`src/rtl/musa_pkg.sv`:
```
// ---------------------------------------------------------------------------
// musa_pkg -- constants and types shared by the return-address stack.
//
// Contents:
//   DEFAULT_ADDR_W : default return-address width (bits)
//   RSTACK_DEPTH   : default number of return-address entries
//   rstack_op_e    : the single operation the stack performs in a cycle
// ---------------------------------------------------------------------------
package musa_pkg;

    localparam int DEFAULT_ADDR_W = 32;
    localparam int RSTACK_DEPTH   = 8;

    // Exactly one of these is selected per cycle from the push/pop edges and
    // the current fill level; the state registers simply act on it.
    typedef enum logic [2:0] {
        OP_NONE,       // no edge, nothing to do
        OP_PUSH,       // store a new top, count + 1
        OP_POP,        // discard the top, count - 1
        OP_REPLACE,    // push and pop together: overwrite top in place
        OP_OVERWRITE,  // push on full, oldest entry is lost
        OP_DROP,       // push on full, request discarded
        OP_UNDERRUN    // pop on empty
    } rstack_op_e;

endpackage

```
`src/rtl/return_stack_if.sv`:
```
// ---------------------------------------------------------------------------
// return_stack_if -- CALL/RET request and status bundle between the control
// unit (master) and the return-address stack (slave).
//
// Signals:
//   push      : CALL request level (master -> slave)
//   pop       : RET request level (master -> slave)
//   push_addr : return address to store (master -> slave)
//   top_addr  : current top-of-stack address, 0 when empty (slave -> master)
//   count     : number of valid entries (slave -> master)
//   empty     : count == 0
//   full      : count == DEPTH
//   overflow  : sticky, push attempted on full stack
//   underflow : sticky, pop attempted on empty stack
// ---------------------------------------------------------------------------
interface return_stack_if
    import musa_pkg::*;
#(
    parameter int DEPTH  = RSTACK_DEPTH,
    parameter int ADDR_W = DEFAULT_ADDR_W
) ();

    logic                         push;
    logic                         pop;
    logic [ADDR_W-1:0]            push_addr;
    logic [ADDR_W-1:0]            top_addr;
    logic [$clog2(DEPTH+1)-1:0]   count;
    logic                         empty;
    logic                         full;
    logic                         overflow;
    logic                         underflow;

    modport master (
        output push, pop, push_addr,
        input  top_addr, count, empty, full, overflow, underflow
    );

    modport slave (
        input  push, pop, push_addr,
        output top_addr, count, empty, full, overflow, underflow
    );

endinterface

```
`src/rtl/rstack_edge_det.sv`:
```
// ---------------------------------------------------------------------------
// rstack_edge_det -- rising-edge detector for a request level.
//
// Ports:
//   clk     : clock
//   reset   : synchronous active-high reset, clears the previous-level flop
//   i_level : request level
//   o_rise  : high for the one cycle in which i_level is high and was low
//             at the previous clock edge
// ---------------------------------------------------------------------------
module rstack_edge_det (
    input  logic clk,
    input  logic reset,
    input  logic i_level,
    output logic o_rise
);

    logic r_prev;

    // NOTE: sequential state uses non-blocking assignments so every flop
    // samples the pre-edge values regardless of block evaluation order.
    always_ff @(posedge clk) begin
        if (reset) begin
            r_prev <= 1'b0;
        end else begin
            r_prev <= i_level;
        end
    end

    // Clearing r_prev on reset makes a level still held after reset look
    // like a fresh edge.
    assign o_rise = i_level & ~r_prev;

endmodule

```
`src/rtl/return_stack.sv`:
```
// ---------------------------------------------------------------------------
// return_stack -- circular-buffer return-address stack for CALL/RET.
//
// Acts once per rising edge of the push/pop request levels. Storage is a
// DEPTH-entry circular buffer addressed by a top pointer that wraps modulo
// DEPTH.
//
// Parameters:
//   DEPTH  : number of entries (power of two, 2..64)
//   ADDR_W : return-address width
//
// Ports:
//   clk   : clock, all state updates on the rising edge
//   reset : synchronous active-high reset
//   bus   : return_stack_if.slave (push/pop/push_addr in; top_addr, count,
//           empty, full, overflow, underflow out)
//
// Build option:
//   RSTACK_OVERWRITE_EN : when defined, a push on a full stack overwrites
//                         the oldest entry; otherwise the push is dropped.
//                         The overflow flag is set in both cases.
// ---------------------------------------------------------------------------
module return_stack
    import musa_pkg::*;
#(
    parameter int DEPTH  = RSTACK_DEPTH,
    parameter int ADDR_W = DEFAULT_ADDR_W
) (
    input  logic          clk,
    input  logic          reset,
    return_stack_if.slave bus
);

    localparam int PTR_W = $clog2(DEPTH);
    localparam int CNT_W = $clog2(DEPTH + 1);
    localparam logic [CNT_W-1:0] FULL_CNT = CNT_W'(DEPTH);
    localparam logic [PTR_W-1:0] PTR_ONE  = PTR_W'(1);

    logic w_push_rise;
    logic w_pop_rise;

    rstack_edge_det u_push_edge (
        .clk     (clk),
        .reset   (reset),
        .i_level (bus.push),
        .o_rise  (w_push_rise)
    );

    rstack_edge_det u_pop_edge (
        .clk     (clk),
        .reset   (reset),
        .i_level (bus.pop),
        .o_rise  (w_pop_rise)
    );

    logic [ADDR_W-1:0] r_mem [DEPTH];
    logic [PTR_W-1:0]  r_top_ptr;   // index of the current top entry
    logic [CNT_W-1:0]  r_count;
    logic              r_overflow;
    logic              r_underflow;

    logic              w_empty;
    logic              w_full;
    rstack_op_e        w_op;

    assign w_empty = (r_count == '0);
    assign w_full  = (r_count == FULL_CNT);

    // Operation select. A simultaneous push/pop is a replace when there is
    // a top to replace, and a plain push when empty (no underflow).
    // NOTE: every always_comb output gets a default first so no path leaves
    // it unassigned, which would infer a latch.
    always_comb begin
        w_op = OP_NONE;
        if (w_push_rise && w_pop_rise) begin
            w_op = w_empty ? OP_PUSH : OP_REPLACE;
        end else if (w_push_rise) begin
            if (!w_full) begin
                w_op = OP_PUSH;
            end else begin
`ifdef RSTACK_OVERWRITE_EN
                w_op = OP_OVERWRITE;
`else
                w_op = OP_DROP;
`endif
            end
        end else if (w_pop_rise) begin
            w_op = w_empty ? OP_UNDERRUN : OP_POP;
        end
    end

    // Pointer, count and sticky flags. Overwrite on full advances the
    // pointer onto the oldest slot while the count stays at DEPTH.
    always_ff @(posedge clk) begin
        if (reset) begin
            r_top_ptr   <= '0;
            r_count     <= '0;
            r_overflow  <= 1'b0;
            r_underflow <= 1'b0;
        end else begin
            case (w_op)
                OP_PUSH: begin
                    r_top_ptr <= r_top_ptr + PTR_ONE;
                    r_count   <= r_count + CNT_W'(1);
                end
                OP_POP: begin
                    r_top_ptr <= r_top_ptr - PTR_ONE;
                    r_count   <= r_count - CNT_W'(1);
                end
                OP_OVERWRITE: begin
                    r_top_ptr  <= r_top_ptr + PTR_ONE;
                    r_overflow <= 1'b1;
                end
                OP_DROP:     r_overflow  <= 1'b1;
                OP_UNDERRUN: r_underflow <= 1'b1;
                default: ;
            endcase
        end
    end

    // NOTE: the entry array has no reset; validity is tracked by r_count
    // and top_addr is forced to 0 when empty, so stale contents are never
    // visible. Writes are still suppressed while reset is asserted.
    always_ff @(posedge clk) begin
        if (!reset) begin
            case (w_op)
                OP_PUSH, OP_OVERWRITE: r_mem[r_top_ptr + PTR_ONE] <= bus.push_addr;
                OP_REPLACE:            r_mem[r_top_ptr]           <= bus.push_addr;
                default: ;
            endcase
        end
    end

    assign bus.top_addr  = w_empty ? '0 : r_mem[r_top_ptr];
    assign bus.count     = r_count;
    assign bus.empty     = w_empty;
    assign bus.full      = w_full;
    assign bus.overflow  = r_overflow;
    assign bus.underflow = r_underflow;

endmodule
```
`src/flat_wrapper.sv`:
```
// flat-port wrapper written by rule: the top's interface ports become plain ports
module return_stack_flat import musa_pkg::*;
#(
    parameter int DEPTH  = RSTACK_DEPTH,
    parameter int ADDR_W = DEFAULT_ADDR_W
)
  (clk, reset, bus_push, bus_pop, bus_push_addr, bus_top_addr, bus_count, bus_empty, bus_full, bus_overflow, bus_underflow);
  return_stack_if #(.DEPTH(DEPTH), .ADDR_W(ADDR_W)) bus_i ();
  input  logic clk;
  input  logic reset;
  input wire logic [$bits(bus_i.push)-1:0] bus_push;
  input wire logic [$bits(bus_i.pop)-1:0] bus_pop;
  input wire logic [$bits(bus_i.push_addr)-1:0] bus_push_addr;
  output wire logic [$bits(bus_i.top_addr)-1:0] bus_top_addr;
  output wire logic [$bits(bus_i.count)-1:0] bus_count;
  output wire logic [$bits(bus_i.empty)-1:0] bus_empty;
  output wire logic [$bits(bus_i.full)-1:0] bus_full;
  output wire logic [$bits(bus_i.overflow)-1:0] bus_overflow;
  output wire logic [$bits(bus_i.underflow)-1:0] bus_underflow;
  assign bus_i.push = bus_push;
  assign bus_i.pop = bus_pop;
  assign bus_i.push_addr = bus_push_addr;
  assign bus_top_addr = bus_i.top_addr;
  assign bus_count = bus_i.count;
  assign bus_empty = bus_i.empty;
  assign bus_full = bus_i.full;
  assign bus_overflow = bus_i.overflow;
  assign bus_underflow = bus_i.underflow;
  return_stack #(.DEPTH(DEPTH), .ADDR_W(ADDR_W)) u_core (.clk(clk), .reset(reset), .bus(bus_i));
endmodule
```
`config.mk`:
```
export PLATFORM = sky130hd
export DESIGN_NAME = return_stack_flat
export DESIGN_NICKNAME = d
export VERILOG_FILES = /design/src/rtl/musa_pkg.sv /design/src/rtl/return_stack_if.sv /design/src/rtl/rstack_edge_det.sv /design/src/rtl/return_stack.sv /design/src/flat_wrapper.sv
export SDC_FILE = /design/constraint.sdc
export NUM_CORES = 1
export LEC_CHECK = 0
export CORE_UTILIZATION = 53
export CTS_BUF_LIST = sky130_fd_sc_hd__clkbuf_4 sky130_fd_sc_hd__clkbuf_8 sky130_fd_sc_hd__clkbuf_16
export CTS_CLUSTER_SIZE = 12
export DETAILED_ROUTE_END_ITERATION = 16
export PLACE_DENSITY = 0.76
export SETUP_SLACK_MARGIN = 0.15
export SLEW_MARGIN = 5
export SYNTH_ARGS = -nofsm -noshare
export SYNTH_HDL_FRONTEND = slang
export SYNTH_SLANG_ARGS = --single-unit
export TNS_END_PERCENT = 50
```
`constraint.sdc`:
```
create_clock -name clk -period 3.3 [get_ports clk]
set_clock_uncertainty 0.1 [all_clocks]
set_input_delay 0.33 -clock clk [delete_from_list [all_inputs] [get_ports clk]]
set_output_delay 0.33 -clock clk [all_outputs]
set_load 0.1 [all_outputs]
```
* Yosys cells after proc, flatten, opt, wreduce, memory -nomap -nowiden *
Memory sizes are Yosys's and may differ from the RTL's. A register that Yosys moved wholly into a read port is not among the register bits.
Cells that the tools add are included.

word-level totals
  flip-flop bits (word level) = 11
  bits in latches = 0
  memory bits (writable) = 256
  ROM bits = 0
  memories = 1

memories
  name          words  width  read ports  clocked after Yosys merged registers in  write ports  line                RTL
  u_core.r_mem  8      32     1           1                                        1            return_stack.sv:56  logic [ADDR_W-1:0] r_mem [DEPTH];

cells by class
  add/sub/neg operators = 4
  multiply operators = 0
  divide/modulo/power cells = 0
  $lt $le $gt $ge = 0
  eq/ne operators = 7
  shifts and indexed selects = 0
  muxes and demuxes = 20
  bitwise operators = 4
  reductions and logical operators = 7

operator list
  cell                 count
  $mux 32              2
  $reduce_or 32->1     1
  $mux 3               8
  $eq 3x3->1 const B   3
  $pmux 4 s2           1
  $mux 1               7
  $eq 3x2->1 const B   2
  $pmux 3 s2           1
  $add 4x1->4 const B  1
  $eq 4x4->1 const B   1
  $logic_not 4->1      1
  $reduce_bool 2->1    2
  $reduce_or 2->1      2
  $sub 4x1->4 const B  1
  $add 3x1->3 const B  1
  $eq 3x1->1 const B   1
  $sub 3x1->3 const B  1
  $and 1x1->1          2
  $mux 2               1
  $not 1->1            2
  $logic_and 1x1->1    1

* Depth between registers and ports, before layout *
  word-level depth = 11
  depth in mapped cells = 9
  depth with buffers taken out = 8

* Cells and area by module *
From an unflattened synthesis, not the netlist that was laid out.

unflattened totals
  cell total of the unflattened synthesis = 520
  area total of the unflattened synthesis = 10626.4 µm²

modules (own cells, without submodules)
  module           times used  cells an instance  area each (µm²)  seq. area each (µm²)
  return_stack     1           514                10531.4          7927.6
  rstack_edge_det  2           3                  47.5             20.0

* Worst setup path after synthesis *
Ideal clock, no wire load.

  path kind = register to register
  start point = reg u_core.r_count[3], in the netlist u_core.bus.count[3]
  end point = mem u_core.r_mem[0][0] (netlist bit), enable pin
  arrival = 4016 ps
  required time = 2806 ps
  setup slack = -1210 ps
  stages on the path, launching flop included = 5
  clock period less this slack = 4510 ps
  path through = dfxtp_1 > nor4b_2 > a211oi_1 > o21ai_0 > nor2_1

between the ends
  elaborated cells on any way between the ends = 21
  those cells by class = eq/ne (4); mux (14); reduce/logical (3)

RTL lines
  item                                                                line                                      RTL
  start, declared                                                     return_stack.sv:58                        logic [CNT_W-1:0] r_count;
  start signal, assigned                                              return_stack.sv:104                       r_count <= r_count + CNT_W'(1);
  start signal, assigned                                              return_stack.sv:108                       r_count <= r_count - CNT_W'(1);
  $eq 4x4->1 *                                                        return_stack.sv:67                        assign w_full = (r_count == FULL_CNT);
  named net bus_full                                                  flat_wrapper.sv:17                        output wire logic [$bits(bus_i.full)-1:0] bus_full;
  $mux 3 *                                                            return_stack.sv:78                        if (!w_full) begin
  $mux 3 *                                                            return_stack.sv:77                        end else if (w_push_rise) begin
  $mux 3 *                                                            return_stack.sv:75                        if (w_push_rise && w_pop_rise) begin
  $eq 3x2->1 (tied with other cells)                                  return_stack.sv:126                       case (w_op)
  $mux 1 / $reduce_or 2->1 (equally long branches)                    --
  $mux 1 (on tied branches)                                           return_stack.sv:125, return_stack.sv:126
  $mux 1 (on tied branches)                                           return_stack.sv:128, return_stack.sv:125
  $reduce_or 32->1 (no source line) / $mux 1 (equally long branches)  --
  $mux 3 (no source line) / $mux 1 (equally long branches)            --
  end, declared                                                       return_stack.sv:56

The timed path passes the listed nets; every way through them passes the cells marked *.

* Worst setup path after layout *
  start point = reg u_core.r_top_ptr[0]
  end point = mem u_core.r_mem[3][3] (netlist bit), enable pin

between the ends
  cells in the longest elaborated chain, start to end = 2

RTL lines
  item                       line                 RTL
  start, declared            return_stack.sv:57   logic [PTR_W-1:0] r_top_ptr;
  start signal, assigned     return_stack.sv:103  r_top_ptr <= r_top_ptr + PTR_ONE;
  start signal, assigned     return_stack.sv:107  r_top_ptr <= r_top_ptr - PTR_ONE;
  start signal, assigned     return_stack.sv:111  r_top_ptr <= r_top_ptr + PTR_ONE;
  $add 3x1->3                return_stack.sv:127  OP_PUSH, OP_OVERWRITE: r_mem[r_top_ptr + PTR_ONE] <= bus.push_addr;
  $mux 3 (no source line) *  --

Mark *: on every way between the ends. The rest lies on a longest branch, timed or not.

==> flow_metrics.py <==
metrics = {
    "clocking": {
        "cts_sinks": 270,
        "cts_root_buf": "clkbuf_16",
        "cts_resized": 0,
        "postCtsSetupRepairBufs": 0,
        "clock_latency_ps": 520,
        "ctsHoldBuffers": 0,
        "cts_max_path_buffers": 3,
        "clk_pin_slew_ps": 60,
        "cts_htree_levels": 1,
        "cts_tree": "done",
        "cts_buffers": 27,
    },
    "floorplan": {
        "row_count": 51,
        "die_x_um": 143,
        "ios": 76,
        "start_util_pct": 54.3,
        "coreArea_um2": 19500,
        "die_area_um2": 20600,
        "die_y_um": 143,
    },
    "sta": {
        "maxSlewViolCount": 0,
        "rsz0062_at_grt": "yes",
        "fin_ws_ps": 203,
        "worstMarginPinSlew_ps": 1170,
        "finalSetupViolations": 0,
        "hold_violations": 0,
        "maxSlewHeadroom_pct": 22.0,
        "finalCriticalPeriod_ps": 3100,
        "tns_ps": 0,
        "timing.final.crit_share_pct": 93.9,
        "timing.fmax_ghz": 0.323,
    },
    "power_and_ir_drop": {
        "leakage_nw": 3.95,
        "power_frac_clock_pct": 29.4,
        "p_sw_share_pct": 33.8,
        "power.total_w": 0.00962,
        "p_int_w": 0.00637,
        "p_per_area_nw_per_um2": 767,
        "p_sw_w": 0.00326,
        "pwr-share-seq_pct": 41.7,
        "ir_drop_mv": 0.561,
        "combPwrFrac_pct": 28.9,
    },
    "route": {
        "drc_errors": 0,
        "drt_wl_total_um": 20300,
        "vias": 5284,
        "drt_iter0_drc": 414,
        "antenna_left": 0,
        "routedWlPerCell_um": 22.7,
        "via_per_inst": 5.92,
        "drt_first_pass_iters": 5,
    },
    "critical_path": {
        "crit_required_ps": 3340,
        "cpPeakStageDelay_ps": 880,
        "critical_path_class": "register to register",
        "cp_top_family": "simple AND/OR/NAND/NOR gates",
        "path_cells": "inv_1 > ha_1 > or3b_2 > a31oi_1 > a211oi_1 > nor2_4",
        "cp-start-kind": "register",
        "critPathSlowestCell": "nor2_4",
        "crit_buf_inv": 1,
        "cp.arrival_ps": 3140,
        "critPathMaxFanout": 32,
        "endpoint_kind": "register",
    },
    "yosys": {
        "synth_top_cell_by_area": "edfxtp_1",
        "ys_types": 39,
        "syn_avg_cell_area_um2": 20.4,
        "yosysSeqAreaShare_pct": 75.1,
        "synth_cells": 520,
        "syn_nets": 559,
        "synth.top_cells.by_count": "256 x edfxtp_1, 64 x mux4_2, 48 x nor2_1, 33 x mux2i_1, 18 x clkbuf_1",
        "yosysMostFrequentCell": "edfxtp_1",
        "synth_area_um2": 10600,
        "synth_async_sr_flop_share_pct": 0,
        "yosys_warnings": 0,
        "synth_edf_count": 256,
        "synth_top_area_share_pct": 72.5,
        "synth_flop_cell": "edfxtp_1",
        "ys_ff_latch": 270,
        "ys_top_cells_by_area": "edfxtp_1 72%, mux4_2 14%, mux2i_1 3.1%",
    },
    "cells_and_area": {
        "syn2layout_area_growth_pct": 18.2,
        "nets": 651,
        "fin_util_pct": 64.2,
        "drive_gt1_share_pct": 29.5,
        "final_cell_area_um2": 12500,
        "insertedDiodeCount": 0,
    },
    "place": {
        "port_buffers": 75,
        "place.gp.congestion": 0.893,
        "dp_slack_ps": 143,
        "hpwl_um": 11400,
        "postPlaceCellArea_um2": 11700,
    },
    "global_route": {
        "antenna_found_initial": 0,
        "grt_pass1_wl_um": 30500,
        "gr-total-overflow": 0,
        "grt_max_degree": 36,
        "grt_pass1_vias": 5377,
        "track_usage_pct": 20.2,
    },
    "status": {
        "status": "finished clean",
    },
    "hold_path": {
        "hold_class": "input pin to register",
    },
    "run": {
        "max_cap_violations": 0,
    },
}
cells by family after synthesis:
| group | count (synthesis) | synth area share, % |
|---|---|---|
| adders and majority gates | 3 | 0.354 |
| DFF | 270 | 75.1 |
| and+or+nand+nor | 80 | 3.74 |
| muxes | 99 | 16.9 |
| buffers and inverters | 34 | 1.42 |
| xor gates and xnor gates | 1 | 0.0826 |
| AOI/OAI and AO/OA | 33 | 2.38 |
metal layers:
layer	GRT usage [%]	vias up	wire length [um]
li1	-	2318	-
met1	27.5	2713	8410
met2	33.9	214	10200
met3	3.47	39	1240
met4	5.88	0	436
met5	0	-	0
power by group through the flow:
stage	logic, W	registers (W)	clock network, W
after floorplan	0.00210	0.00409	0
final	0.00278	0.00401	0.00283
after detailed placement	0.00275	0.00410	0
after CTS	0.00276	0.00403	0.00287
after global placement	0.00272	0.00408	0
after global routing	0.00290	0.00403	0.00299
stage by stage:
| step | cells | hold slack, ps |
|---|---|---|
| 2_1_floorplan | 520 | 329 |
| 3_3_place_gp | 846 | 364 |
| 3_5_place_dp | 846 | 370 |
| 4_1_cts | 890 | 318 |
| 5_1_grt | 892 | 340 |
| 6_report | 892 | 341 |
sequential cells by signal, summed over array words and instances (netlist names), named ones only:
name	flops
u_core.bus.count	4
u_core.bus.overflow	1
u_core.bus.underflow	1
u_core.r_mem	256
u_core.r_top_ptr	3
u_core.u_pop_edge.r_prev	1
u_core.u_push_edge.r_prev	1
final timing paths:
check | start | endpoint | slack [ps] | depth (start not counted)
worst max-delay path | u_core.r_top_ptr[0]$_SDFFE_PP0N_ | u_core.r_mem[3][3]$_DFFE_PP_ | 200 | 6
worst min register to register | u_core.bus.overflow$_SDFFE_PP0P_ | u_core.bus.overflow$_SDFFE_PP0P_ | 380 | 2
worst min-delay path | bus_pop | u_core.u_pop_edge.r_prev$_SDFF_PP0_ | 340 | 2
worst max register to register | u_core.r_top_ptr[0]$_SDFFE_PP0N_ | u_core.r_mem[3][3]$_DFFE_PP_ | 200 | 6
layout make-up:
cell class                 count  area, um^2
clock buffer                  39         766
clock inverter                 5        51.3
fill                        1329        6990
inverter                       5        18.8
multi-input combinational    217        2570
sequential                   270        7980
tap                          265         332
timing repair buffer          91         818
placed cells by master (no fill, tap or decap), drive strengths merged:
master / synthesis / routed
nand2: 3 / 3
or4: 1 / 1
and2: 1 / 1
a31o: 1 / 1
xor2: 1 / 1
a211o: 1 / 1
a2111o: 1 / 1
nor2: 48 / 49
or3b: 1 / 1
mux2: 2 / 2
nor3b: 3 / 3
nor2b: 4 / 4
a31oi: 7 / 7
a22oi: 2 / 2
and2b: 1 / 1
inv: 5 / 6
a21oi: 1 / 1
clkbuf: 18 / 39
bufinv: 0 / 1
nor3: 6 / 6
edfxtp: 256 / 256
buf: 11 / 50
nand2b: 6 / 6
a311oi: 6 / 6
clkdlybuf4s50: 0 / 41
mux4: 64 / 64
or3: 3 / 3
and4: 2 / 2
a211oi: 7 / 7
dfxtp: 14 / 14
mux2i: 33 / 33
nor4b: 1 / 1
o2111ai: 1 / 1
ha: 3 / 3
clkinv: 0 / 3
o21ai: 6 / 6
Power figures use the tool's default switching activity.
==> RTL edit 1: new RTL, config.mk and constraints unchanged <==
Set the package constant `RSTACK_DEPTH` to 16 (it was 8).
--- a/src/rtl/musa_pkg.sv
+++ b/src/rtl/musa_pkg.sv
@@ -10,5 +10,5 @@
 
     localparam int DEFAULT_ADDR_W = 32;
-    localparam int RSTACK_DEPTH   = 8;
+    localparam int RSTACK_DEPTH   = 16;
 
     // Exactly one of these is selected per cycle from the push/pop edges and
Interface: changed (resized bus_count); port bits go from 76 to 77. The function was not compared with the original's and may differ.
==> RTL edit 1 against the unedited design <==
  * Routed wire length is 130% higher
  * Sequential cell count rose by 259
  * Setup slack lost 130 ps
  * Synthesized cell count increased by 68%
  * Count of clock-buffer cells in the layout is 23 higher
  * Cell area increased by 99%
  * Power rose to 2.6 times the old value
  * Largest power group is now combinational cells
  * Area after synthesis rose by 93%
  * Critical path type is now reg2out
==> RTL edit 1: results (changes against the unedited design) <==
| Metric | Value |
|---|---|
| Xor-xnor portion of the synthesized cell area | 0.4644% (was 0.08257%) |
| Total CTS buffers | 52 (was 27) |
| Met3 usage | 3.883% (was 3.466%) |
| Clock sinks | 529 (was 270) |
| Status | finished clean (unchanged) |
| H-tree depth | 2 (was 1) |
| Layout cells sized above 1 | 37.78% (was 29.51%) |
| FF-to-FF Start | u_core.bus.count[1]$_SDFFE_PP0P_ (was u_core.r_top_ptr[0]$_SDFFE_PP0N_) |
| Min-delay src | bus_push (was bus_pop) |
| Net switching power of the design | 9.488 mW (was 3.257 mW) |
| Clkbuf count | 62 (was 39) |
| Buffers on Ports | 76 (was 75) |
| Synth Area in Adders | 0.2444% (was 0.3539%) |
| Complex-gate fraction of the synthesized area | 1.130% (was 2.383%) |
| Detailed Route WL | 45.70 mm (was 20.27 mm) |
| Logic power comb | 11.7 mW (was 2.78 mW) |
| Critical path's largest stage delay | 550 ps (was 880 ps) |
| Family with the most delay on the worst path | multiplexers (was simple AND/OR/NAND/NOR gates) |
| Final net count | 1,076 (was 651) |
| Seq area share | 63.20% (was 63.65%) |
| Worst-Skew Late Latency | 580 ps (was 520 ps) |
| Vias in the first global route | 10,190 (was 5,377) |
| Relative slew slack | 33.20% (was 22.00%) |
| Worst reg2reg setup slack | 410 ps (was 200 ps) |
| Diodes inserted | 1 (was 0) |
| Leakage | 7.837 nW (was 3.949 nW) |
| Worst r2r dst | u_core.r_mem[4][17]$_DFFE_PP_ (was u_core.r_mem[3][3]$_DFFE_PP_) |
| Via count | 9,866 (was 5,284) |
| Top Consumer | combinational cells (was registers) |
| DR WL met3 | 2.644 mm (was 1.243 mm) |
| Dominant cells by area after synthesis | edfxtp_1 75%, mux4_2 18%, dfxtp_1 1.7% (was edfxtp_1 72%, mux4_2 14%, mux2i_1 3.1%) |
| Sequential logic power | 8.00 mW (was 4.01 mW) |
| Top sig layer | met5 (was met4) |
| Multi-input combinational area share | 19.60% (was 20.51%) |
| Max reg flops | 512 (was 256) |
| Post-synth EDFFs | 512 (was 256) |
| Synth cell count leaders | 512 x edfxtp_1, 160 x mux4_2, 36 x nor2b_1, 25 x clkbuf_1 (was 256 x edfxtp_1, 64 x mux4_2, 48 x nor2_1, 33 x mux2i_1, 18 x clkbuf_1) |
| Initial antenna violation count | 1 (was 0) |
| Placer Congestion | 0.7542 (was 0.8927) |
| CP arrival | 2800 ps (was 3140 ps) |
| CP Capture Point | bus_top_addr[31] (was u_core.r_mem[3][3]$_DFFE_PP_) |
| Non-clock inverters | 4 (was 5) |
| Peak VDD IR | 0.001013 V (was 0.0005613 V) |
## RTL edit 1: changes by cell type after synthesis, sizes merged, moves of 5 or more
cell,unedited run,this run
a211oi,7,2
nor2,48,17
nor3,6,17
mux2i,33,3
a311oi,6,0
edfxtp,256,512
a21oi,1,7
mux4,64,160
a31oi,7,2
clkbuf,18,25
xor2,1,6
nor2b,4,36
buf,11,21
## RTL edit 1: repair_timing
action | CTS | global route
buffers inserted | 11 | 5
endpoints found under the setup margin | 32 | 32
resized for setup | 33 | 6
pin swaps | 0 | 0
cloned | 4 | 4
## RTL edit 1: per-stage QoR
stage / setup WS (ps) / cell area (um2) / hold WS, ps / cells / util, %
after floorplan: 69.96 / 20750 / 301.6 / 876 / -
after global placement: 358.4 / 22920 / 353.9 / 1469 / 60.56
after detailed placement: 357.3 / 22920 / 358.3 / 1469 / 60.56
after CTS: 35.43 / 24760 / 216.2 / 1558 / 65.41
after global routing: 10.90 / 24900 / 246.5 / 1567 / 65.81
final: 70.14 / 24910 / 242.8 / 1568 / 65.81
==> RTL edit 2: new RTL, same settings <==
Made on the original files. Reset style: asynchronous (`reset`), changed in 2 clocked blocks. Comments in the files are not updated.
--- a/src/rtl/rstack_edge_det.sv
+++ b/src/rtl/rstack_edge_det.sv
@@ -20,5 +20,5 @@
     // NOTE: sequential state uses non-blocking assignments so every flop
     // samples the pre-edge values regardless of block evaluation order.
-    always_ff @(posedge clk) begin
+    always_ff @(posedge clk or posedge reset) begin
         if (reset) begin
             r_prev <= 1'b0;
--- a/src/rtl/return_stack.sv
+++ b/src/rtl/return_stack.sv
@@ -92,5 +92,5 @@
     // Pointer, count and sticky flags. Overwrite on full advances the
     // pointer onto the oldest slot while the count stays at DEPTH.
-    always_ff @(posedge clk) begin
+    always_ff @(posedge clk or posedge reset) begin
         if (reset) begin
             r_top_ptr   <= '0;
Check against the original RTL: differs if reset is asserted again (counterexample within 4 cycles, from zero or initial values and one cycle with reset high); with reset held inactive, the same outputs for 4 cycles.
==> RTL edit 2 against the unedited design <==
  * Sequential cell count is 3 lower
  * Via count is 0.42% lower
  * First-iteration DRC count grew 7.0%
  * Setup slack better by 15 ps
  * Core utilization is 0.27 points lower
  * Hold slack worse by 260 ps
  * Sequential share of layout area about the same
  * Cell count is 1.2% lower
  * Cell area is essentially flat
  * Area after synthesis rose by 0.27%
  * Routed wire length is 0.94% higher
  * Critical path type is now reg2out
  * Largest cell class unchanged
Power is not shown: default switching activity piles up to over one toggle a cycle in this logic, so the estimate is an artifact.
==> RTL edit 2: results (changes against the unedited design) <==
| Metric | Value |
|---|---|
| Avg Cell Area, Syn | 20.86 um2 (was 20.40 um2) |
| Placer Congestion | 0.7724 (was 0.8927) |
| First-pass GRT wire length | 31.49 mm (was 30.46 mm) |
| Final cell count without fillers | 881 (was 892) |
| Ys Warns | 0 (unchanged) |
| Syn_nets | 549 (was 559) |
| Pin count of the biggest net entering global routing | 44 (was 36) |
| Worst Hold Class | in2async (was in2reg) |
| Total CTS buffers | 27 (unchanged) |
| Dominant cells by area after synthesis | edfxtp_1 72%, mux4_2 14%, mux2i_1 3.2% (was edfxtp_1 72%, mux4_2 14%, mux2i_1 3.1%) |
| Detailed Place HPWL | 11.67 mm (was 11.41 mm) |
| Via count | 5,262 (was 5,284) |
| Max reg flops | 256 (unchanged) |
| Post-synth EDFFs | 256 (unchanged) |
| Asr flop ratio synth | 4.120% (was 0%) |
| CTS clk-pin slew, worst paths | 60 ps (about the same) |
| Diodes inserted | 0 (unchanged) |
| Gr usage total | 20.81% (was 20.23%) |
| H-tree depth | 1 (unchanged) |
| Iteration-0 DRC Markers | 443 (was 414) |
| Crit path max fanout | 30 (was 32) |
| Worst-Skew Late Latency | 510 ps |
| Initial antenna violation count | 1 (was 0) |
| CP arrival | 2650 ps (was 3140 ps) |
| Vias in the first global route | 5,580 (was 5,377) |
| Placed Cells | 840 (was 846) |
| Detailed Route WL | 20.46 mm (was 20.27 mm) |
| Buffers on Ports | 75 (unchanged) |
| Actual slew at the worst max-slew pin | 965.5 ps (was 1167 ps) |
| Layout cells sized above 1 | 30.03% (was 29.51%) |
| Status | finished clean (unchanged) |
| Longest Clk Path Bufs | 3 (unchanged) |
| Final net count | 644 (was 651) |
| Critical path startpoint | u_core.bus.count[0]$_DFFE_PP0P_ (was u_core.r_top_ptr[0]$_SDFFE_PP0N_) |
| Drt first pass iters | 4 (was 5) |
| Synth cell count leaders | 256 x edfxtp_1, 64 x mux4_2, 43 x nor2_1, 34 x mux2i_1, 12 x buf_2 (was 256 x edfxtp_1, 64 x mux4_2, 48 x nor2_1, 33 x mux2i_1, 18 x clkbuf_1) |
| Top reg by flops | u_core.r_mem (unchanged) |
| Post-DP Area | 11,770 um2 (was 11,690 um2) |
| Count of cell types in the netlist | 46 (was 39) |
| Sequential area share after synthesis | 74.86% (was 75.11%) |
| Root buf cell | clkbuf_16 (unchanged) |
## RTL edit 2: cells by family (layout without fill, tap and decap cells)
group / Yosys count / in the layout / synth area share [%]
multiplexers: 99 / 99 / 16.89
flip-flops: 267 / 267 / 74.86
adder cells (fa/ha/maj): 3 / 3 / 0.3529
AND/OR/NAND/NOR: 76 / 77 / 3.894
buffers and inverters: 35 / 140 / 1.788
XOR/XNOR: 6 / 6 / 0.4941
AO/OA/AOI/OAI: 24 / 24 / 1.717
## RTL edit 2: critical path: stages (launching register included)
cell	delay [ps]
dfrtp_2	480
or4_4	650
inv_4	340
buf_4	300
nor2_1	120
buf_4	250
## RTL edit 2: metrics by stage
step           utilization [%]  worst slack [ps]
3_3_place_gp             60.08             228.1
6_report                 63.95             217.4
2_1_floorplan                -             39.66
4_1_cts                  63.91             198.8
5_1_grt                  63.95             113.9
3_5_place_dp             60.08             145.7
## RTL edit 2: layout make-up
cell class	instances	area, um2
Clock buffer	33	720.7
Clock inverter	7	27.53
Fill cell	1334	7063
Inverter	4	17.52
Multi-Input combinational cell	209	2554
Sequential cell	267	7974
Tap cell	265	331.6
Timing Repair Buffer	96	902.1
## RTL edit 2: repair_timing
action / 4_1_cts / 5_1_grt
setup buffers: 0 / 0
cloned: 0 / 1
endpoints found under the hold margin: 0 / 0
pin swaps: 0 / 1
hold buffers: 0 / 0
setup endpoints to repair: 21 / 8
gates resized for setup: 1 / 0
## RTL edit 2: final timing paths
kind	endpoint	slack [ps]	cells after the start
hold / removal	u_core.u_push_edge.r_prev$_DFF_PP0_	80	2
max in group asynchronous	u_core.r_top_ptr[0]$_DFFE_PP0P_	2680	2
setup / recovery	bus_top_addr[13]	220	5
min in group clk	u_core.u_pop_edge.r_prev$_DFF_PP0_	230	1
setup reg to reg	u_core.r_mem[5][21]$_DFFE_PP_	340	6
hold reg to reg	u_core.bus.overflow$_DFFE_PP0P_	370	1
## RTL edit 2: routing by layer
layer | wire length (um) | part of all wire (%) | GRT usage (%)
met5 | 9 | 0.044 | 0
met4 | 411 | 2.0 | 7.111
met3 | 1281 | 6.3 | 3.632
met2 | 9978 | 49 | 33.67
met1 | 8776 | 43 | 28.92
